`src/rtl/uart_tx_arbiter.sv`:
```
// Round-robin, packet-granular arbiter that shares one UART byte transmitter
// between NUM_REQ byte-stream requesters. Each packet may be prefixed with a
// channel-ID header byte. Bytes go out one at a time over a start/busy handshake.
module uart_tx_arbiter #(
   parameter int unsigned NUM_REQ       = 4,
   parameter bit          PREFIX_EN     = 1'b1,
   parameter int unsigned ACK_WAIT      = 4,
   parameter int unsigned STALL_TIMEOUT = 1024
) (
   input  logic                   clk,
   input  logic                   rst,
   input  logic [NUM_REQ-1:0]     req_valid,
   input  logic [8*NUM_REQ-1:0]   req_data,
   input  logic [NUM_REQ-1:0]     req_last,
   output logic [NUM_REQ-1:0]     req_ready,
   output logic [7:0]             tx_data,
   output logic                   tx_start,
   input  logic                   tx_busy,
   output logic [NUM_REQ-1:0]     grant,
   output logic                   active,
   output logic                   stall_err
);

   localparam int unsigned IdW    = (NUM_REQ > 1) ? $clog2(NUM_REQ) : 1;
   localparam int unsigned AckW   = (ACK_WAIT > 1) ? $clog2(ACK_WAIT) : 1;
   localparam int unsigned StallW = (STALL_TIMEOUT > 1) ? $clog2(STALL_TIMEOUT) : 1;

   localparam logic [AckW-1:0]   AckLast   = AckW'((ACK_WAIT > 1) ? ACK_WAIT - 1 : 0);
   localparam logic [StallW-1:0] StallLast = StallW'((STALL_TIMEOUT > 0) ? STALL_TIMEOUT - 1 : 0);
   localparam logic [IdW-1:0]    IdMax     = IdW'(NUM_REQ - 1);

   typedef enum logic [2:0] {StIdle, StHdr, StLoad, StAck, StDone} state_e;

   state_e              state_q, state_d;
   logic [IdW-1:0]      ptr_q, ptr_d;
   logic [IdW-1:0]      id_q, id_d;
   logic [NUM_REQ-1:0]  grant_q, grant_d;
   logic                active_q, active_d;
   logic [7:0]          tx_data_q, tx_data_d;
   logic                tx_start_q, tx_start_d;
   logic                stall_err_q, stall_err_d;
   logic                last_q, last_d;
   logic [AckW-1:0]     ack_cnt_q, ack_cnt_d;
   logic [StallW-1:0]   stall_cnt_q, stall_cnt_d;

   logic                pick_found;
   logic [IdW-1:0]      pick_id;
   logic                owner_valid;
   logic                owner_last;
   logic [7:0]          owner_data;

   // (base + off) mod NUM_REQ, valid for off < NUM_REQ
   function automatic logic [IdW-1:0] rr_index(input logic [IdW-1:0] base,
                                               input int unsigned off);
      int unsigned sum;
      sum = 32'(base) + off;
      if (sum >= NUM_REQ) sum = sum - NUM_REQ;
      return IdW'(sum);
   endfunction

   function automatic logic [IdW-1:0] wrap_inc(input logic [IdW-1:0] v);
      return (v == IdMax) ? '0 : v + 1'b1;
   endfunction

   // First valid requester scanning ptr, ptr+1, ... (wrapping)
   always_comb begin
      pick_found = 1'b0;
      pick_id    = '0;
      for (int unsigned k = 0; k < NUM_REQ; k++) begin
         if (!pick_found && req_valid[rr_index(ptr_q, k)]) begin
            pick_found = 1'b1;
            pick_id    = rr_index(ptr_q, k);
         end
      end
   end

   // Select the current owner's byte-stream signals
   always_comb begin
      owner_valid = 1'b0;
      owner_last  = 1'b0;
      owner_data  = 8'h00;
      for (int unsigned i = 0; i < NUM_REQ; i++) begin
         if (id_q == IdW'(i)) begin
            owner_valid = req_valid[i];
            owner_last  = req_last[i];
            owner_data  = req_data[8*i +: 8];
         end
      end
   end

   // Next-state and datapath updates for the packet FSM
   always_comb begin
      state_d     = state_q;
      ptr_d       = ptr_q;
      id_d        = id_q;
      grant_d     = grant_q;
      active_d    = active_q;
      tx_data_d   = tx_data_q;
      last_d      = last_q;
      tx_start_d  = 1'b0;
      stall_err_d = 1'b0;
      ack_cnt_d   = '0;
      // Stall count only survives consecutive idle cycles in StLoad
      stall_cnt_d = '0;

      unique case (state_q)
         StIdle: begin
            if (pick_found) begin
               id_d           = pick_id;
               grant_d        = '0;
               grant_d[pick_id] = 1'b1;
               active_d       = 1'b1;
               state_d        = PREFIX_EN ? StHdr : StLoad;
            end
         end

         StHdr: begin
            tx_data_d  = 8'hA0 | 8'(id_q);
            tx_start_d = 1'b1;
            last_d     = 1'b0;
            state_d    = StAck;
         end

         StLoad: begin
            if (owner_valid) begin
               tx_data_d  = owner_data;
               last_d     = owner_last;
               tx_start_d = 1'b1;
               state_d    = StAck;
            end else if (STALL_TIMEOUT != 0) begin
               if (stall_cnt_q == StallLast) begin
                  // Owner went quiet too long: drop the lock without sending
                  stall_err_d = 1'b1;
                  grant_d     = '0;
                  active_d    = 1'b0;
                  ptr_d       = wrap_inc(id_q);
                  state_d     = StIdle;
               end else begin
                  stall_cnt_d = stall_cnt_q + 1'b1;
               end
            end
         end

         StAck: begin
            // A transmitter that never raises busy is released by the timeout
            if (tx_busy || ack_cnt_q == AckLast) begin
               state_d = StDone;
            end else begin
               ack_cnt_d = ack_cnt_q + 1'b1;
            end
         end

         StDone: begin
            if (!tx_busy) begin
               if (last_q) begin
                  ptr_d    = wrap_inc(id_q);
                  grant_d  = '0;
                  active_d = 1'b0;
                  state_d  = StIdle;
               end else begin
                  state_d = StLoad;
               end
            end
         end

         default: state_d = StIdle;
      endcase
   end

   // State register with synchronous reset
   always_ff @(posedge clk) begin
      if (rst) begin
         state_q     <= StIdle;
         ptr_q       <= '0;
         id_q        <= '0;
         grant_q     <= '0;
         active_q    <= 1'b0;
         tx_data_q   <= 8'h00;
         tx_start_q  <= 1'b0;
         stall_err_q <= 1'b0;
         last_q      <= 1'b0;
         ack_cnt_q   <= '0;
         stall_cnt_q <= '0;
      end else begin
         state_q     <= state_d;
         ptr_q       <= ptr_d;
         id_q        <= id_d;
         grant_q     <= grant_d;
         active_q    <= active_d;
         tx_data_q   <= tx_data_d;
         tx_start_q  <= tx_start_d;
         stall_err_q <= stall_err_d;
         last_q      <= last_d;
         ack_cnt_q   <= ack_cnt_d;
         stall_cnt_q <= stall_cnt_d;
      end
   end

   // Only the owner sees ready, and only while a byte slot is open
   always_comb begin
      req_ready = (state_q == StLoad) ? grant_q : '0;
   end

   assign tx_data   = tx_data_q;
   assign tx_start  = tx_start_q;
   assign grant     = grant_q;
   assign active    = active_q;
   assign stall_err = stall_err_q;

endmodule

```
`config.mk`:
```
export PLATFORM = sky130hd
export DESIGN_NAME = uart_tx_arbiter
export DESIGN_NICKNAME = d
export VERILOG_FILES = /design/src/rtl/uart_tx_arbiter.sv
export SDC_FILE = /design/constraint.sdc
export NUM_CORES = 1
export LEC_CHECK = 0
export CAP_MARGIN = 15
export CORE_MARGIN = 3
export CORE_UTILIZATION = 35
export DETAILED_ROUTE_END_ITERATION = 6
export GPL_TIMING_DRIVEN = 1
export PLACE_DENSITY = 0.66
export SETUP_SLACK_MARGIN = 0.3
export SLEW_MARGIN = 40
export SYNTH_ARGS = -nofsm -noshare
export SYNTH_HDL_FRONTEND = slang
export SYNTH_SLANG_ARGS = --single-unit
```
`constraint.sdc`:
```
create_clock -name clk -period 2.7 [get_ports clk]
set_input_delay 0.405 -clock clk [delete_from_list [all_inputs] [get_ports clk]]
set_output_delay 0.405 -clock clk [all_outputs]
set_load 0.01 [all_outputs]
```
**Word-level counts from Yosys, hierarchy flattened**

Index checks and enable logic that the tools add are counted.

- Equality and inequality tests: 17
- Bitwise logic cells: 2
- Add/subtract/negate cells: 10
- Multiplexer cells: 67
- Div/mod/pow operators: 0
- $lt $le $gt $ge: 10
- Multipliers: 0
- Shift operators: 0
- Reduce and logical (&&, ||, !) cells: 21

Operators by type and width:

| kind | count |
|---|---|
| $mux W8 | 5 |
| $mux W2 | 14 |
| $mux W1 | 25 |
| $mux W4 | 6 |
| $pmux W8 S2 | 1 |
| $lt A2 B3 Y1 const B | 5 |
| $mux W3 | 5 |
| $pmux W3 S5 | 1 |
| $ne A2 B2 Y1 const B | 7 |
| $pmux W4 S3 | 1 |
| $add A10 B1 Y10 const B | 1 |
| $eq A10 B10 Y1 const B | 1 |
| $ge A3 B3 Y1 const B | 3 |
| $bmux W1 S2 | 4 |
| $sub A2 B1 Y2 const B | 4 |
| $add A2 B2 Y3 const B | 2 |
| $eq A2 B2 Y1 const B | 3 |
| $eq A3 B2 Y1 const B | 2 |
| $reduce_and A6 Y1 | 1 |
| $reduce_or A3 Y1 | 2 |
| $reduce_and A5 Y1 | 1 |
| $add A2 B1 Y2 const B | 2 |
| $logic_and A1 B1 Y1 | 4 |
| $pmux W1 S2 | 2 |
| other kinds (20) | 25 |

- Input port bits: 43
- Latch bits: 0
- Output and inout port bits: 19
- Word-level logic and storage cells: 138
- Memories kept: 0
- Bits in read-only memories: 0
- RAM bits: 0
- Register bits: 35

**Logic depth before layout (Yosys ltp)**

- Depth in word-level cells: 20
- Gate-level depth with buffers: 8

**Worst setup path before layout**

No wires, ideal clock.

- Path kind: flip-flop to flip-flop
- Start point: reg id_q[0]
- End point: reg grant_q[0] (netlist: grant[0])
- Period minus slack after synthesis: 1,942 ps
- Stages on the path, launching flop included: 9
- Slack: 758 ps
- Arrival: 1,825 ps
- Cells stage by stage: dfxtp_1 > inv_1 > ha_1 > buf_2 > a211oi_2 > a211oi_4 > a211oi_4 > a21oi_2 > a22o_1

- Longest elaborated chain between the ends: 7
- Elaborated cells between the ends (all ways): 10
- Classes of those cells: 4 x eq/ne; 4 x mux; 2 x reduce/logical

RTL lines:

| what | line | RTL |
|---|---|---|
| start: declaration | 36 | `logic [IdW-1:0] id_q, id_d;` |
| start signal: assignment | 187 | `id_q <= id_d;` |
| $logic_not A2 Y1 | 83 | `if (id_q == IdW'(i)) begin` |
| $mux W1 (3 in series) | 83 |  |
| $mux W1 * | 83 |  |
| $ne A2 B2 Y1 (no source line) * | - |  |
| $reduce_and A6 Y1 (no source line) * | - |  |
| end signal: assignment | 188 | `grant_q <= grant_d;` |
| end: declaration | 37 | `logic [NUM_REQ-1:0] grant_q, grant_d;` |

Every way passes the cells marked *; elsewhere a longest branch is shown, timed or not.
A chain may end at the register's enable or synchronous reset.

**Final worst setup path**

- Start point: reg state_q[1]
- End point: out req_ready[0]

- Longest elaborated chain between the ends: 2

RTL lines:

| what | line | RTL |
|---|---|---|
| start: declaration | 34 | `state_e state_q, state_d;` |
| start signal: assignment | 173 | `state_q <= StIdle;` |
| start signal: assignment | 185 | `state_q <= state_d;` |
| $eq A3 B2 Y1 | 201 | `req_ready = (state_q == StLoad) ? grant_q : '0;` |
| $mux W4 | 201 |  |
| end: declaration | 15 | `output logic [NUM_REQ-1:0] req_ready,` |

No other way between the ends.

==> results_tabular.tex <==
\begin{tabular}{lr}
\hline
Metric & Value \\
\hline
\multicolumn{2}{l}{\textbf{Clocking}} \\
Total clock buffers created by CTS & 5 \\
Clock-pin slew on the worst setup and hold paths & 0.07 ns \\
Clock latency on the worst-skew pair & 0.28 ns \\
H-tree Lvls & 2 \\
Clock sinks & 35 \\
Root buffer cell & clkbuf\_8 \\
TritonCTS clock tree & done \\
Largest buffer count on any clock path & 2 \\
\multicolumn{2}{l}{\textbf{Die}} \\
Die Y & 80.4 um \\
Cell Rows & 26 \\
Horizontal extent of the die & 80.4 um \\
Ports & 62 \\
Effective utilization at floorplan & 37.0\% \\
Core Footprint & 5240 um2 \\
Die area & 6470 um2 \\
\multicolumn{2}{l}{\textbf{Synth}} \\
Async set-or-reset flop fraction in the synthesized netlist & 0\% \\
Seq cells post-synth & 35 \\
Warnings, synthesis & 0 \\
Number of unique standard cell types used by synthesis & 51 \\
Average cell area after synthesis & 8.40 um2 \\
Sequential share of the synthesized area & 36.1\% \\
Most used flip-flop cell after synthesis & dfxtp\_1 \\
Post-synthesis instance area & 1940 um2 \\
Net count after synthesis & 280 \\
Cell count after synthesis & 231 \\
Post-synth EDFFs & 0 \\
\multicolumn{2}{l}{\textbf{Layout}} \\
Filler Cell Count & 519 \\
Layout overhead on the synthesized area & 39.6\% \\
Number of antenna cells inserted & 0 \\
Nets & 340 \\
Layout cell share with drive strength beyond 1 & 8.25\% \\
Final non-filler cell area & 2710 um2 \\
Area of the multi-input gates & 1150 um2 \\
Reg area & 701 um2 \\
\multicolumn{2}{l}{\textbf{Worst setup path}} \\
Critical path buffer and inverter count & 1 \\
Worst-path maximum fanout & 10 \\
Launch point of the critical path & state\_q[1]\$\_SDFFE\_PP0P\_ \\
Slowest cell on the critical path & clkdlybuf4s50\_1 \\
Endpoint type of the worst setup path & output pin \\
Cell class contributing the biggest share of worst-path delay & simple AND/OR/NAND/NOR gates \\
Required time of the critical path & 2.30 ns \\
Critical Path, Cell by Cell & nor2b\_2, and3\_1, clkdlybuf4s50\_1 \\
Crit Path Class & flip-flop to output pin \\
Arrival time at the worst endpoint & 1.86 ns \\
R2R Path Start & id\_q[0]\$\_SDFFE\_PP0P\_ \\
Register-to-register path setup slack & 0.51 ns \\
Kind of start point of the critical path & flip-flop \\
Critical path's largest stage delay & 0.52 ns \\
\multicolumn{2}{l}{\textbf{Placed design}} \\
Gp weighted congestion & 0.810 \\
Post-place instance area & 2620 um2 \\
I/O Buffers & 61 \\
Estimated wirelength of the detail-placed design & 3720 um \\
\multicolumn{2}{l}{\textbf{STA}} \\
Peak Freq & 442 MHz \\
Final cycle utilization of the critical path & 83.8\% \\
Setup-failing EPs final & 0 \\
Setup\_tns & 0 ns \\
RSZ-0062 raised after global routing & yes \\
Hold violation count in the final report & 0 \\
Final worst clock skew & 0.00450 ns \\
Tmin final & 2.26 ns \\
Tightest slew margin relative to the limit & 60.8\% \\
Max-slew violation count & 0 \\
Measured slew at the worst slew-check pin & 0.587 ns \\
\multicolumn{2}{l}{\textbf{Routing}} \\
Count of nets left with antenna violations after detail routing & 0 \\
Iter 0 DRT Violations & 88 \\
Detailed-route wire length & 4740 um \\
Drt via density & 5.22 \\
Number of DRC violations after detailed routing & 0 \\
Wire length per cell after detailed routing & 13.1 um \\
Total vias in the final route & 1885 \\
Drt first pass iters & 4 \\
\multicolumn{2}{l}{\textbf{GRT}} \\
Number of antenna violations at the first check in global routing & 0 \\
GRT Util Overall & 14.6\% \\
Remaining global-route overflow & 0 \\
Pin count of the biggest net entering global routing & 20 \\
Via count of the first global-routing pass & 1690 \\
Wire length of the first global-routing pass & 7580 um \\
\multicolumn{2}{l}{\textbf{Hold path}} \\
Worst Hold Class & flip-flop to flip-flop \\
Startpoint of the worst hold path & ack\_cnt\_q[0]\$\_SDFF\_PP0\_ \\
\multicolumn{2}{l}{\textbf{Flow run}} \\
Number of max-cap violations & 0 \\
\multicolumn{2}{l}{\textbf{Run status}} \\
Outcome & finished clean \\
\multicolumn{2}{l}{\textbf{Pwr}} \\
Leakage power & 1.02 nW \\
Power density over the cells & 526 nW/um2 \\
Max IR drop VDD & 0.337 mV \\
\hline
\end{tabular}
==> synthesized netlist by cell type, drive strengths merged, types with 4 or more instances <==
cell / instances / area share (%)
dfxtp: 35 / 36
nand2: 22 / 4.3
nor2: 21 / 4.1
a21oi: 20 / 5.4
inv: 13 / 2.5
nor2b: 11 / 3.5
nor3: 9 / 2.3
a221oi: 8 / 3.6
clkbuf: 8 / 1.5
nand3: 7 / 1.8
and3: 6 / 1.9
ha: 6 / 3.9
o21ai: 5 / 1.3
o2bb2ai: 5 / 2.3
xor2: 4 / 1.8
==> worst paths after layout <==
| path | cells past startpoint | end |
|---|---|---|
| worst max-delay path | 3 | req_ready[0] |
| worst min-delay path | 1 | ack_cnt_q[0]$_SDFF_PP0_ |
| worst max register to register | 6 | tx_data[2]$_SDFFE_PP0P_ |
| worst min register to register | 1 | ack_cnt_q[0]$_SDFF_PP0_ |
==> area by class of cell <==
| type | count | share of cell area [%] |
|---|---|---|
| multi-input cells | 172 | 42.5 |
| flip-flops and latches | 35 | 25.9 |
| repair buffers | 64 | 23.4 |
| well taps | 70 | 3.23 |
| clock buffers | 6 | 3.05 |
| inverters | 13 | 1.80 |
| clock inverters | 1 | 0.185 |
==> where the power goes <==
group	internal, mW	leakage, nW	switching [mW]
logic	0.228	0.692	0.226
clock network	0.200	0.0470	0.171
registers	0.558	0.284	0.0399
total	0.985	1.02	0.438
==> worst reg2reg max path, cell delays in order (launching register included) <==
cell	delay, ns
dfxtp_1	0.46
ha_2	0.38
a211oi_2	0.13
a211oi_4	0.45
a22oi_2	0.20
and2_0	0.29
o2bb2ai_1	0.16
==> cells by family after synthesis <==
kind of cell | count (synthesis) | share of synthesized area, %
DFF | 35 | 36.1
xor gates and xnor gates | 7 | 3.16
and+or+nand+nor | 93 | 25.5
muxes | 1 | 0.516
buffers and inverters | 24 | 4.84
adders and majority gates | 6 | 3.87
AOI/OAI and AO/OA | 65 | 26.0
==> through the flow <==
step | utilization, % | worst slack (ns) | hold WS (ns) | power [mW] | cells
after floorplan | - | 0.758 | 0.408 | 0.879 | 231
after global placement | 49.9 | 0.360 | 0.416 | 1.06 | 354
after detailed placement | 49.9 | 0.329 | 0.426 | 1.06 | 354
after CTS | 51.6 | 0.306 | 0.435 | 1.43 | 361
after global routing | 51.7 | 0.293 | 0.440 | 1.51 | 361
final | 51.7 | 0.438 | 0.433 | 1.42 | 361
==> registers in the layout, summed over array words and instances, names as in the netlist <==
register	count
stall_cnt_q	10
tx_data	8
grant	4
state_q	3
ack_cnt_q	2
id_q	2
ptr_q	2
active	1
last_q	1
stall_err	1
tx_start	1
==> layer usage <==
layer | global-route usage [%] | share of wire [%] | vias up
met5 | 0 | 0 | -
met4 | 3.04 | 0.49 | 0
met1 | 19.6 | 47 | 874
met2 | 23.3 | 47 | 48
met3 | 3.92 | 6.1 | 4
li1 | - | - | 959
==> timing repair <==
action                                  4_1_cts  5_1_grt
resized for setup                             0        2
endpoints found under the setup margin        0       12
hold buffers                                  0        0
setup buffers                                 0        0
hold endpoints to repair                      0        0
==> cell usage in the layout, fill, tap and decap left out, types with 3 or more instances in the layout <==
master / instances
buf_4: 3
clkbuf_8: 6
nor3_1: 9
nor2_1: 21
ha_1: 5
xor2_1: 4
a221oi_1: 8
nand3_1: 7
and3_1: 6
nand2_1: 22
o2bb2ai_1: 5
a21oi_1: 19
clkdlybuf4s50_1: 61
a221o_1: 3
dfxtp_1: 35
nor2b_1: 10
inv_1: 13
xnor2_1: 3
o21ai_0: 4
Note: power is estimated with default switching activity, not from simulation.
